[src/rtl/wb_pkg.sv]
// Shared types and default widths for the register-file writeback commit unit.
// A FIFO entry carries {dest, val, exc, pc, addr}, MSB first.
package wb_pkg;
   localparam int WB_DATA_W = 32;
   localparam int WB_REG_AW = 5;
   localparam int WB_DEPTH  = 2;

   typedef struct packed {
      logic [WB_REG_AW-1:0] dest;
      logic [WB_DATA_W-1:0] val;
      logic                 exc;
      logic [WB_DATA_W-1:0] pc;
      logic [WB_DATA_W-1:0] addr;
   } wb_entry_t;

   typedef enum logic {ST_RUN, ST_HOLD} wb_state_t;
endpackage

[src/rtl/wb_src_fifo.sv]
// Per-source completion FIFO: DEPTH entries, flush clears count and pointers.
// Flush dominates push/pop; the caller only pushes when count < DEPTH.
module wb_src_fifo
   import wb_pkg::*;
#(
   parameter int W     = 8,
   parameter int DEPTH = WB_DEPTH
) (
   input  logic                     clk,
   input  logic                     rst,
   input  logic                     i_push,
   input  logic [W-1:0]             i_push_dat,
   input  logic                     i_pop,
   input  logic                     i_flush,
   output logic [$clog2(DEPTH):0]   o_count,
   output logic [W-1:0]             o_head
);
   localparam int PW = $clog2(DEPTH);

   logic [W-1:0]  r_mem [DEPTH];
   logic [PW-1:0] r_wr_ptr;
   logic [PW-1:0] r_rd_ptr;
   logic [PW:0]   r_count;

   // Storage carries no reset; count and pointers alone define validity.
   always_ff @(posedge clk) begin
      if (i_push && !i_flush) r_mem[r_wr_ptr] <= i_push_dat;
   end

   always_ff @(posedge clk) begin
      if (rst || i_flush) begin
         r_wr_ptr <= '0;
         r_rd_ptr <= '0;
         r_count  <= '0;
      end else begin
         if (i_push) r_wr_ptr <= r_wr_ptr + 1'b1;
         if (i_pop)  r_rd_ptr <= r_rd_ptr + 1'b1;
         r_count <= r_count + {{PW{1'b0}}, i_push} - {{PW{1'b0}}, i_pop};
      end
   end

   assign o_count = r_count;
   assign o_head  = r_mem[r_rd_ptr];
endmodule

[src/rtl/wb_commit_unit.sv]
// Writeback commit: buffers ALU/MEM completions, MEM-first one write per cycle, faults flush and HOLD.
// Optional WB_R0_ZERO_EN: normal pops targeting r0 are consumed without asserting wb_en.
module wb_commit_unit
   import wb_pkg::*;
#(
   parameter int DATA_W = WB_DATA_W,
   parameter int REG_AW = WB_REG_AW,
   parameter int DEPTH  = WB_DEPTH
) (
   input  logic              clk,
   input  logic              rst,
   input  logic              alu_valid,
   output logic              alu_ready,
   input  logic [REG_AW-1:0] alu_dest,
   input  logic [DATA_W-1:0] alu_val,
   input  logic              alu_exc,
   input  logic [DATA_W-1:0] alu_pc,
   input  logic [DATA_W-1:0] alu_addr,
   input  logic              mem_valid,
   output logic              mem_ready,
   input  logic [REG_AW-1:0] mem_dest,
   input  logic [DATA_W-1:0] mem_val,
   input  logic              mem_exc,
   input  logic [DATA_W-1:0] mem_pc,
   input  logic [DATA_W-1:0] mem_addr,
   input  logic              exc_clear,
   output logic              wb_en,
   output logic [REG_AW-1:0] wb_dest,
   output logic [DATA_W-1:0] wb_val,
   output logic              exc_v,
   output logic [DATA_W-1:0] exc_pc,
   output logic [DATA_W-1:0] exc_addr,
   output logic              busy
);
   localparam int EW = REG_AW + 3*DATA_W + 1;
   localparam int CW = $clog2(DEPTH) + 1;
   localparam logic [CW-1:0] FULL = CW'(DEPTH);

   wb_state_t         r_state;
   logic              r_wb_en, r_exc_v;
   logic [REG_AW-1:0] r_wb_dest;
   logic [DATA_W-1:0] r_wb_val, r_exc_pc, r_exc_addr;

   logic [CW-1:0] w_alu_cnt, w_mem_cnt;
   logic [EW-1:0] w_alu_head, w_mem_head, w_head;
   logic          w_run, w_alu_push, w_mem_push, w_pop_alu, w_pop_mem, w_pop_any;
   logic          w_flush, w_wr_ok;

   assign w_run      = (r_state == ST_RUN);
   assign alu_ready  = w_run && (w_alu_cnt < FULL);
   assign mem_ready  = w_run && (w_mem_cnt < FULL);
   assign w_alu_push = alu_valid && alu_ready;
   assign w_mem_push = mem_valid && mem_ready;

   // MEM is the older pipeline, so its head always drains first.
   assign w_pop_mem = w_run && (w_mem_cnt != '0);
   assign w_pop_alu = w_run && !w_pop_mem && (w_alu_cnt != '0);
   assign w_pop_any = w_pop_mem || w_pop_alu;
   assign w_head    = w_pop_mem ? w_mem_head : w_alu_head;
   assign w_flush   = w_pop_any && w_head[2*DATA_W];

`ifdef WB_R0_ZERO_EN
   assign w_wr_ok = (w_head[EW-1 -: REG_AW] != '0);
`else
   assign w_wr_ok = 1'b1;
`endif

   wb_src_fifo #(.W(EW), .DEPTH(DEPTH)) u_alu_fifo (
      .clk        (clk),
      .rst        (rst),
      .i_push     (w_alu_push),
      .i_push_dat ({alu_dest, alu_val, alu_exc, alu_pc, alu_addr}),
      .i_pop      (w_pop_alu),
      .i_flush    (w_flush),
      .o_count    (w_alu_cnt),
      .o_head     (w_alu_head)
   );

   wb_src_fifo #(.W(EW), .DEPTH(DEPTH)) u_mem_fifo (
      .clk        (clk),
      .rst        (rst),
      .i_push     (w_mem_push),
      .i_push_dat ({mem_dest, mem_val, mem_exc, mem_pc, mem_addr}),
      .i_pop      (w_pop_mem),
      .i_flush    (w_flush),
      .o_count    (w_mem_cnt),
      .o_head     (w_mem_head)
   );

   always_ff @(posedge clk) begin
      if (rst) begin
         r_state    <= ST_RUN;
         r_wb_en    <= 1'b0;
         r_wb_dest  <= '0;
         r_wb_val   <= '0;
         r_exc_v    <= 1'b0;
         r_exc_pc   <= '0;
         r_exc_addr <= '0;
      end else begin
         r_wb_en <= 1'b0;
         r_exc_v <= 1'b0;
         if (w_pop_any) begin
            if (w_head[2*DATA_W]) begin
               r_exc_v    <= 1'b1;
               r_exc_pc   <= w_head[2*DATA_W-1 -: DATA_W];
               r_exc_addr <= w_head[DATA_W-1:0];
               r_state    <= ST_HOLD;
            end else if (w_wr_ok) begin
               r_wb_en   <= 1'b1;
               r_wb_dest <= w_head[EW-1 -: REG_AW];
               r_wb_val  <= w_head[3*DATA_W -: DATA_W];
            end
         end else if (r_state == ST_HOLD && exc_clear) begin
            r_state <= ST_RUN;
         end
      end
   end

   assign wb_en    = r_wb_en;
   assign wb_dest  = r_wb_dest;
   assign wb_val   = r_wb_val;
   assign exc_v    = r_exc_v;
   assign exc_pc   = r_exc_pc;
   assign exc_addr = r_exc_addr;
   assign busy     = (w_alu_cnt != '0) || (w_mem_cnt != '0) || (r_state == ST_HOLD);
endmodule

[config.mk]
export PLATFORM = sky130hd
export DESIGN_NAME = wb_commit_unit
export DESIGN_NICKNAME = d
export VERILOG_FILES = /design/src/rtl/wb_pkg.sv /design/src/rtl/wb_src_fifo.sv /design/src/rtl/wb_commit_unit.sv
export SDC_FILE = /design/constraint.sdc
export NUM_CORES = 1
export LEC_CHECK = 0
export BUFFER_PORTS_ARGS = -buffer_cell sky130_fd_sc_hd__buf_4
export CAP_MARGIN = 10
export CORE_MARGIN = 2
export CORE_UTILIZATION = 35
export DETAILED_ROUTE_END_ITERATION = 8
export GPL_TIMING_DRIVEN = 1
export PLACE_DENSITY_LB_ADDON = 0.3
export SYNTH_ARGS = -nofsm -noshare
export SYNTH_HDL_FRONTEND = slang
export SYNTH_SLANG_ARGS = --single-unit
[constraint.sdc]
create_clock -name clk -period 10.3 [get_ports clk]
set_input_delay 0.515 -clock clk [delete_from_list [all_inputs] [get_ports clk]]
set_output_delay 0.515 -clock clk [all_outputs]
set_load 0.01 [all_outputs]
==> impl_metrics.yaml, run 1 <==
outcome:
  outcome: "complete, no violations"
grt:
  grt_pass1_wl_um: 66600
  grt_start_max_net_pins: 86
  grt_antenna_before_repair: 2
  grt_overflow: 0
  grt_usage: 0.154
  grt_pass1_vias: 11171
detailed_routing:
  drc: 0
  wl_met3_um: 3490
  drt-met1-wl_um: 19100
  wl_per_cell_um: 19.9
  via_per_inst: 4.87
  drtIter0Drc: 643
  drtPass1Iterations: 5
  wl_met2_um: 21200
  wirelength_um: 44700
  route.vias.total: 10971
  highest_layer: "met5"
  postRouteAntennaNets: 0
setup_path:
  ff2ff_path_depth: 5
  cp_max_fo: 55
  arrival_ps: 3690
  r2r-end: "u_alu_fifo.r_mem[1][20]"
  critPathBufInv: 2
  path_delay_family: "buffers and inverters"
  slowest_delay_ps: 940
  required_ps: 10520
  start_kind: "flop"
  reg2reg_setup_slack_ps: 6820
  slowest_stage: "dfxtp_4"
  path_cells: "mux2i_1 -> o32ai_4 -> nor3_2 -> buf_4 -> buf_4"
  criticalPathCategory: "flop to flop"
  path_common_cell: "buf_4"
  cp-end-kind: "flop"
clocking:
  root_buffer: "clkbuf_16"
  cts_tree: "done"
  cts_setup_buffers: 0
  post_cts_resized: 0
  hold_buffers: 0
  clk_latency_ps: 600
  clock-sinks: 522
  clkTransAtPathRegs_ps: 60
  htree_levels: 2
  clock_path_buffers: 3
  cts-buffers-inserted: 56
die:
  io_pins: 315
  start_util: 0.355
  rows: 85
  coreArea_um2: 54000
  die_width_um: 238
  die_h_um: 238
  dieArea_um2: 56700
final_layout:
  drive_above_1_share: 0.284
  nets: 1720
  antenna_cells: 0
  area_delta_synth_final_pct: 26.4
power:
  ir_worst_vdd_mv: 0.202
  power.density_nw_per_um2: 318
  p_seq_frac: 0.428
  power.leakage_nw: 8.64
  p_sw_mw: 2.50
  power_mw: 7.70
  intPower_mw: 5.20
  p_comb_frac: 0.294
  sw_frac_of_total: 0.325
  clkPwrFrac: 0.278
sta:
  max_freq_mhz: 288
  final_max_slew_viol_count: 0
  worst_slack_ps: 6820
  tightest_slew_ps: 1200
  slew_headroom: 0.203
  timing_hold_violations_final: 0
  period_share: 0.337
  tns_ps: 0
  skew_ps: 9.68
  final-setup-viol-count: 0
  post-route-min-period_ps: 3480
  grt_setup_unrepaired: "no"
placed_design:
  port_buffers: 314
  pre_cts_ws_ps: 6750
  dp_hpwl_um: 27400
  gp_congestion: 0.726
synthesis:
  syn_inst: 1193
  synth_warnings: 0
  ys_types: 27
  ys_seq_area_frac: 0.758
  synth_compound_area_frac: 0.0772
  netlist_area_um2: 19200
  synth_mux_area_frac: 0.0872
  synth_top_family_by_area: "multiplexers"
  synth_area_per_cell_um2: 16.1
  synthAdderAreaFrac: 0.00261
  synth_xor_area_frac: 0.00365
  synthFlopType: "edfxtp_1"
  synth_edf_count: 408
  yosys.area_share.simple: 0.0515
  async_flop_share: 0
  synth_nets: 1406
  ys_ff_latch: 522
min_path:
  hold_path.class: "input port to flop"
  whs_path_depth: 1
  hp-start: "mem_pc[24]"
  worstHoldEndpoint: "u_mem_fifo.r_mem[1][56]"
flow_run:
  maxCapViolCount: 0
[Yosys cell counts, types with 15 or more instances]
| master | count | area, um2 |
|---|---|---|
| a211o_1 | 37 | 324 |
| buf_2 | 25 | 125 |
| nand2_1 | 168 | 631 |
| nor2_1 | 15 | 56.3 |
| edfxtp_1 | 408 | 12300 |
| dfxtp_1 | 114 | 2280 |
| mux2i_1 | 167 | 1670 |
| a211oi_1 | 37 | 278 |
| a32o_1 | 64 | 641 |
| clkbuf_1 | 40 | 150 |
| a21oi_1 | 38 | 190 |
| nor2b_1 | 37 | 231 |
[worst reg2reg max path, delay by kind of cell (launching register included)]
kind	cells	cell delay (ps)
AND/OR/NAND/NOR	1	190
flip-flops	1	940
AO/OA/AOI/OAI	1	250
multiplexers	1	520
buffers and inverters	2	1050
[layout by cell type, fill, tap and decap left out, types with 2 or more instances in the layout]
master      count
bufinv_16       9
clkinv_1        4
buf_4         332
nand2_1       168
clkbuf_16      57
nor2b_1        37
mux2i_1       167
clkinv_4        4
xnor2_1         6
clkbuf_8        9
a21oi_1        38
clkbuf_1        7
dfxtp_4         2
nor2_1         14
and2_1          2
a32o_1         64
inv_6           3
nor3_2          4
xor2_1          2
edfxtp_1      408
or2_2           2
a211oi_1       37
a211o_1        37
clkinv_2       11
ha_1            4
inv_1           5
dfxtp_1       112
clkinvlp_4      2
[how the worst max path moves through the flow]
stage | endpoint | cells after the start | slack, ps
after CTS | u_alu_fifo.r_mem[1][20] | 5 | 6730
after detailed placement | u_alu_fifo.r_mem[1][70] | 5 | 6750
final | u_alu_fifo.r_mem[1][20] | 5 | 6820
after global routing | u_alu_fifo.r_mem[1][16] | 5 | 6530
after floorplan | u_alu_fifo.r_mem[0][0] | 4 | 1810
after global placement | u_alu_fifo.r_mem[1][20] | 5 | 6820
[stage by stage]
stage / area (um2) / hold WS (ps) / std cells / utilization
floorplan: 19200 / 476 / 1193 / -
global placement: 22200 / 440 / 2145 / 0.412
detailed placement: 22200 / 444 / 2145 / 0.412
CTS: 24200 / 50.1 / 2251 / 0.449
global route: 24200 / 58.4 / 2251 / 0.449
finish: 24200 / 96.0 / 2251 / 0.449
[power by group through the flow]
stage                     combinational [mW]  clock (mW)  sequential, mW
final                                   2.27        2.14            3.30
after global routing                    2.50        2.28            3.36
after CTS                               2.33        2.19            3.31
after detailed placement                2.33           0            3.35
after global placement                  2.29           0            3.34
after floorplan                         1.42           0            3.41
[layer usage]
| layer | up-vias | GRT usage |
|---|---|---|
| met2 | 294 | 0.254 |
| met1 | 5423 | 0.196 |
| met3 | 59 | 0.0486 |
| met4 | 4 | 0.0464 |
| met5 | - | 0 |
| li1 | 5191 | - |
[sequential cells by signal, summed over array words and instances (netlist names), 2 cells and up, named ones only]
register and flops:
u_mem_fifo.r_mem 204, wb_dest 5, exc_addr 32, u_mem_fifo.o_count 2, u_alu_fifo.o_count 2, u_alu_fifo.r_mem 204
exc_pc 32, wb_val 32
[cells by family after synthesis]
logic type | after synthesis
DFF | 522
and+or+nand+nor | 231
AOI/OAI and AO/OA | 179
muxes | 167
buffers and inverters | 82
xor gates and xnor gates | 8
adders and majority gates | 4
[layout make-up]
cell class	instances	area (um2)
Fill cell	4850	29800
Sequential cell	522	14500
Multi-Input combinational cell	589	4310
Timing Repair Buffer	332	2490
Clock buffer	73	1580
Tap cell	696	871
Clock inverter	33	417
Inverter	6	22.5
(Power assumes the default switching activity.)
==> run 2, diff against run 1 <==
- ABC_AREA: unset -> 1
- clock period: 10.3 -> 3.64 ns (I/O delays scaled with it)
==> run 2 against run 1 <==
  * Clock power grew to 2.7 times the previous value
  * Setup slack lost 6000 ps
  * Fmax grew 25%
  * Final area grew 13%
  * Clock skew grew 17 ps
  * Critical path depth grew 2
  * Sequential power grew to 2.8 times the previous value
  * Via count grew 36%
  * Register-to-register slack lost 6000 ps
  * Worst hold slack lost 23 ps
  * Flip-flop and latch count is the same
  * Largest cell class unchanged
  * Critical endpoint is now exc_addr[9]
  * Largest power group unchanged
==> impl_metrics.yaml, run 2 <==
clocking:
  clk_latency_ps: 610
  htree_levels: 2
  cts_tree: "done"
  cts-buffers-inserted: 56
  clkTransAtPathRegs_ps: 60
  cts_setup_buffers: 0
  clock-sinks: 522
  hold_buffers: 206
  root_buffer: "clkbuf_16"
  post_cts_resized: 0
  clock_path_buffers: 3
synthesis:
  synth_area_per_cell_um2: 10.2
  yosysMostFrequentCell: "nand2_1"
  synthTopCellsByArea: "edfxtp_1 61%, nand2_1 21%, dfxtp_1 11%"
  ys_ff_latch: 522
  synth_commonest_cells: "1127 x nand2_1, 408 x edfxtp_1, 114 x dfxtp_1"
  synth.largest_area_cell: "edfxtp_1"
  netlist_area_um2: 20200
  ys_seq_area_frac: 0.719
  synth_top_area_frac: 0.606
  synthFlopType: "edfxtp_1"
  synth_edf_count: 408
  synth_warnings: 0
  ys_types: 19
  syn_inst: 1977
  synth_nets: 2190
  async_flop_share: 0
detailed_routing:
  drtIter0Drc: 953
  wirelength_um: 55800
  drtPass1Iterations: 5
  wl_per_cell_um: 16.9
  route.vias.total: 14946
  postRouteAntennaNets: 0
  via_per_inst: 4.53
  drc: 0
die:
  start_util: 0.352
  io_pins: 315
  coreArea_um2: 57400
  die_width_um: 244
  die_h_um: 244
  dieArea_um2: 59700
  rows: 88
power:
  power_mw: 22.6
  sw_frac_of_total: 0.362
  clkPwrFrac: 0.251
  ir_worst_vdd_mv: 0.500
  p_sw_mw: 8.19
  p_comb_frac: 0.342
  power.leakage_nw: 12.0
  p_seq_frac: 0.407
  intPower_mw: 14.5
  power.density_nw_per_um2: 827
setup_path:
  path_delay_family: "simple AND/OR/NAND/NOR gates"
  cp-end-kind: "flop"
  slowest_delay_ps: 770
  required_ps: 4170
  path_cells: "nor2_1 -> a21oi_1 -> nand2_4 -> nor2_4 -> buf_4 -> nand2_1 -> nand2_1"
  arrival_ps: 3300
  path_common_cell: "nand2_1"
  cp_max_fo: 35
  slowest_stage: "nor2_4"
  start_kind: "flop"
  critPathBufInv: 1
  criticalPathCategory: "flop to flop"
final_layout:
  drive_above_1_share: 0.176
  nets: 2693
  reg.largest.list: "u_alu_fifo.r_mem: 204 flops, u_mem_fifo.r_mem: 204 flops"
  final_cell_mix: "1126 x nand2_1, 408 x edfxtp_1, 334 x buf_4, 206 x dlygate4sd3_1, 110 x dfxtp_1"
  fillers: 5136
  final_common_cell: "nand2_1"
  area_delta_synth_final_pct: 35.4
  final_cells: 3298
sta:
  period_share: 0.762
  worst_slack_ps: 867
  post-route-min-period_ps: 2770
  max_freq_mhz: 361
  final-setup-viol-count: 0
  tns_ps: 0
  tightest_slew_ps: 1060
  timing_hold_violations_final: 0
  skew_ps: 26.7
  final_max_slew_viol_count: 0
  grt_setup_unrepaired: "no"
  slew_headroom: 0.296
placed_design:
  port_buffers: 314
  gp_congestion: 0.773
  dp_hpwl_um: 33600
  dp_cells: 2981
  pre_cts_ws_ps: 814
grt:
  grt_pass1_vias: 14926
  grt_usage: 0.185
  grt_pass1_wl_um: 84500
  grt_overflow: 0
  grt_start_max_net_pins: 79
  grt_antenna_before_repair: 9
min_path:
  hold_path.class: "input port to flop"
flow_run:
  maxCapViolCount: 0
outcome:
  outcome: "complete, no violations"
-- run 2: cell count changes in the layout (fill, tap and decap cells not counted), sizes merged, moves of 41 or more --
cell,change
mux2i,-167
nor2,+78
dlygate4sd3,+206
a32o,-64
inv,+41
nand2,+960
nand3,+68
-- run 2: power by group through the flow --
stage                     clock network [mW]  logic (mW)  registers [mW]
after global routing                    6.07        8.76            9.37
after CTS                               5.82        7.90            9.22
final                                   5.69        7.74            9.21
after global placement                     0        7.59            9.28
after floorplan                            0        4.57            9.45
after detailed placement                   0        7.67            9.33
-- run 2: tightest hold or removal path, cell delays in order --
cell	delay, ps
buf_4	90
nand2_1	130
xor2_1	170
nor2_1	50
-- run 2: stage by stage --
stage               utilization  hold slack (ps)  cell area, um2
floorplan                     -              254           20300
global route              0.477              103           27400
detailed placement        0.409              370           23400
CTS                       0.477             45.5           27400
finish                    0.477             73.2           27400
global placement          0.409              366           23400
-- run 2: routing by layer --
metal,track usage,vias up,wire length (um)
li1,-,7364,-
met1,0.234,7084,23800
met2,0.317,390,27100
met3,0.0386,100,3660
met4,0.0608,8,1300
met5,0,-,55
-- run 2: cell families after synthesis --
family	count (synthesis)	share of synthesized area
and+or+nand+nor	1294	0.245
DFF	522	0.719
buffers and inverters	146	0.0294
AOI/OAI and AO/OA	6	0.00149
xor gates and xnor gates	5	0.00217
adders and majority gates	4	0.00248
-- run 2: final timing paths --
check | startpoint | to | slack (ps) | depth (start not counted)
min | mem_valid | u_mem_fifo.r_wr_ptr | 70 | 4
max reg2reg | u_alu_fifo.o_count[1] | exc_addr[9] | 870 | 7
min reg2reg | exc_pc[27] | exc_pc[27] | 480 | 2
max | u_alu_fifo.o_count[1] | exc_addr[9] | 870 | 7
-- run 2: layout make-up --
type	instances	area, um2	share of cell area
Timing Repair Buffer	544	4650	0.170
Multi-Input combinational cell	1309	5170	0.189
Tap cell	765	957	0.0350
Clock inverter	32	318	0.0116
Antenna cell	6	15.0	0.000549
Sequential cell	522	14500	0.531
Clock buffer	73	1530	0.0558
Inverter	47	189	0.00690
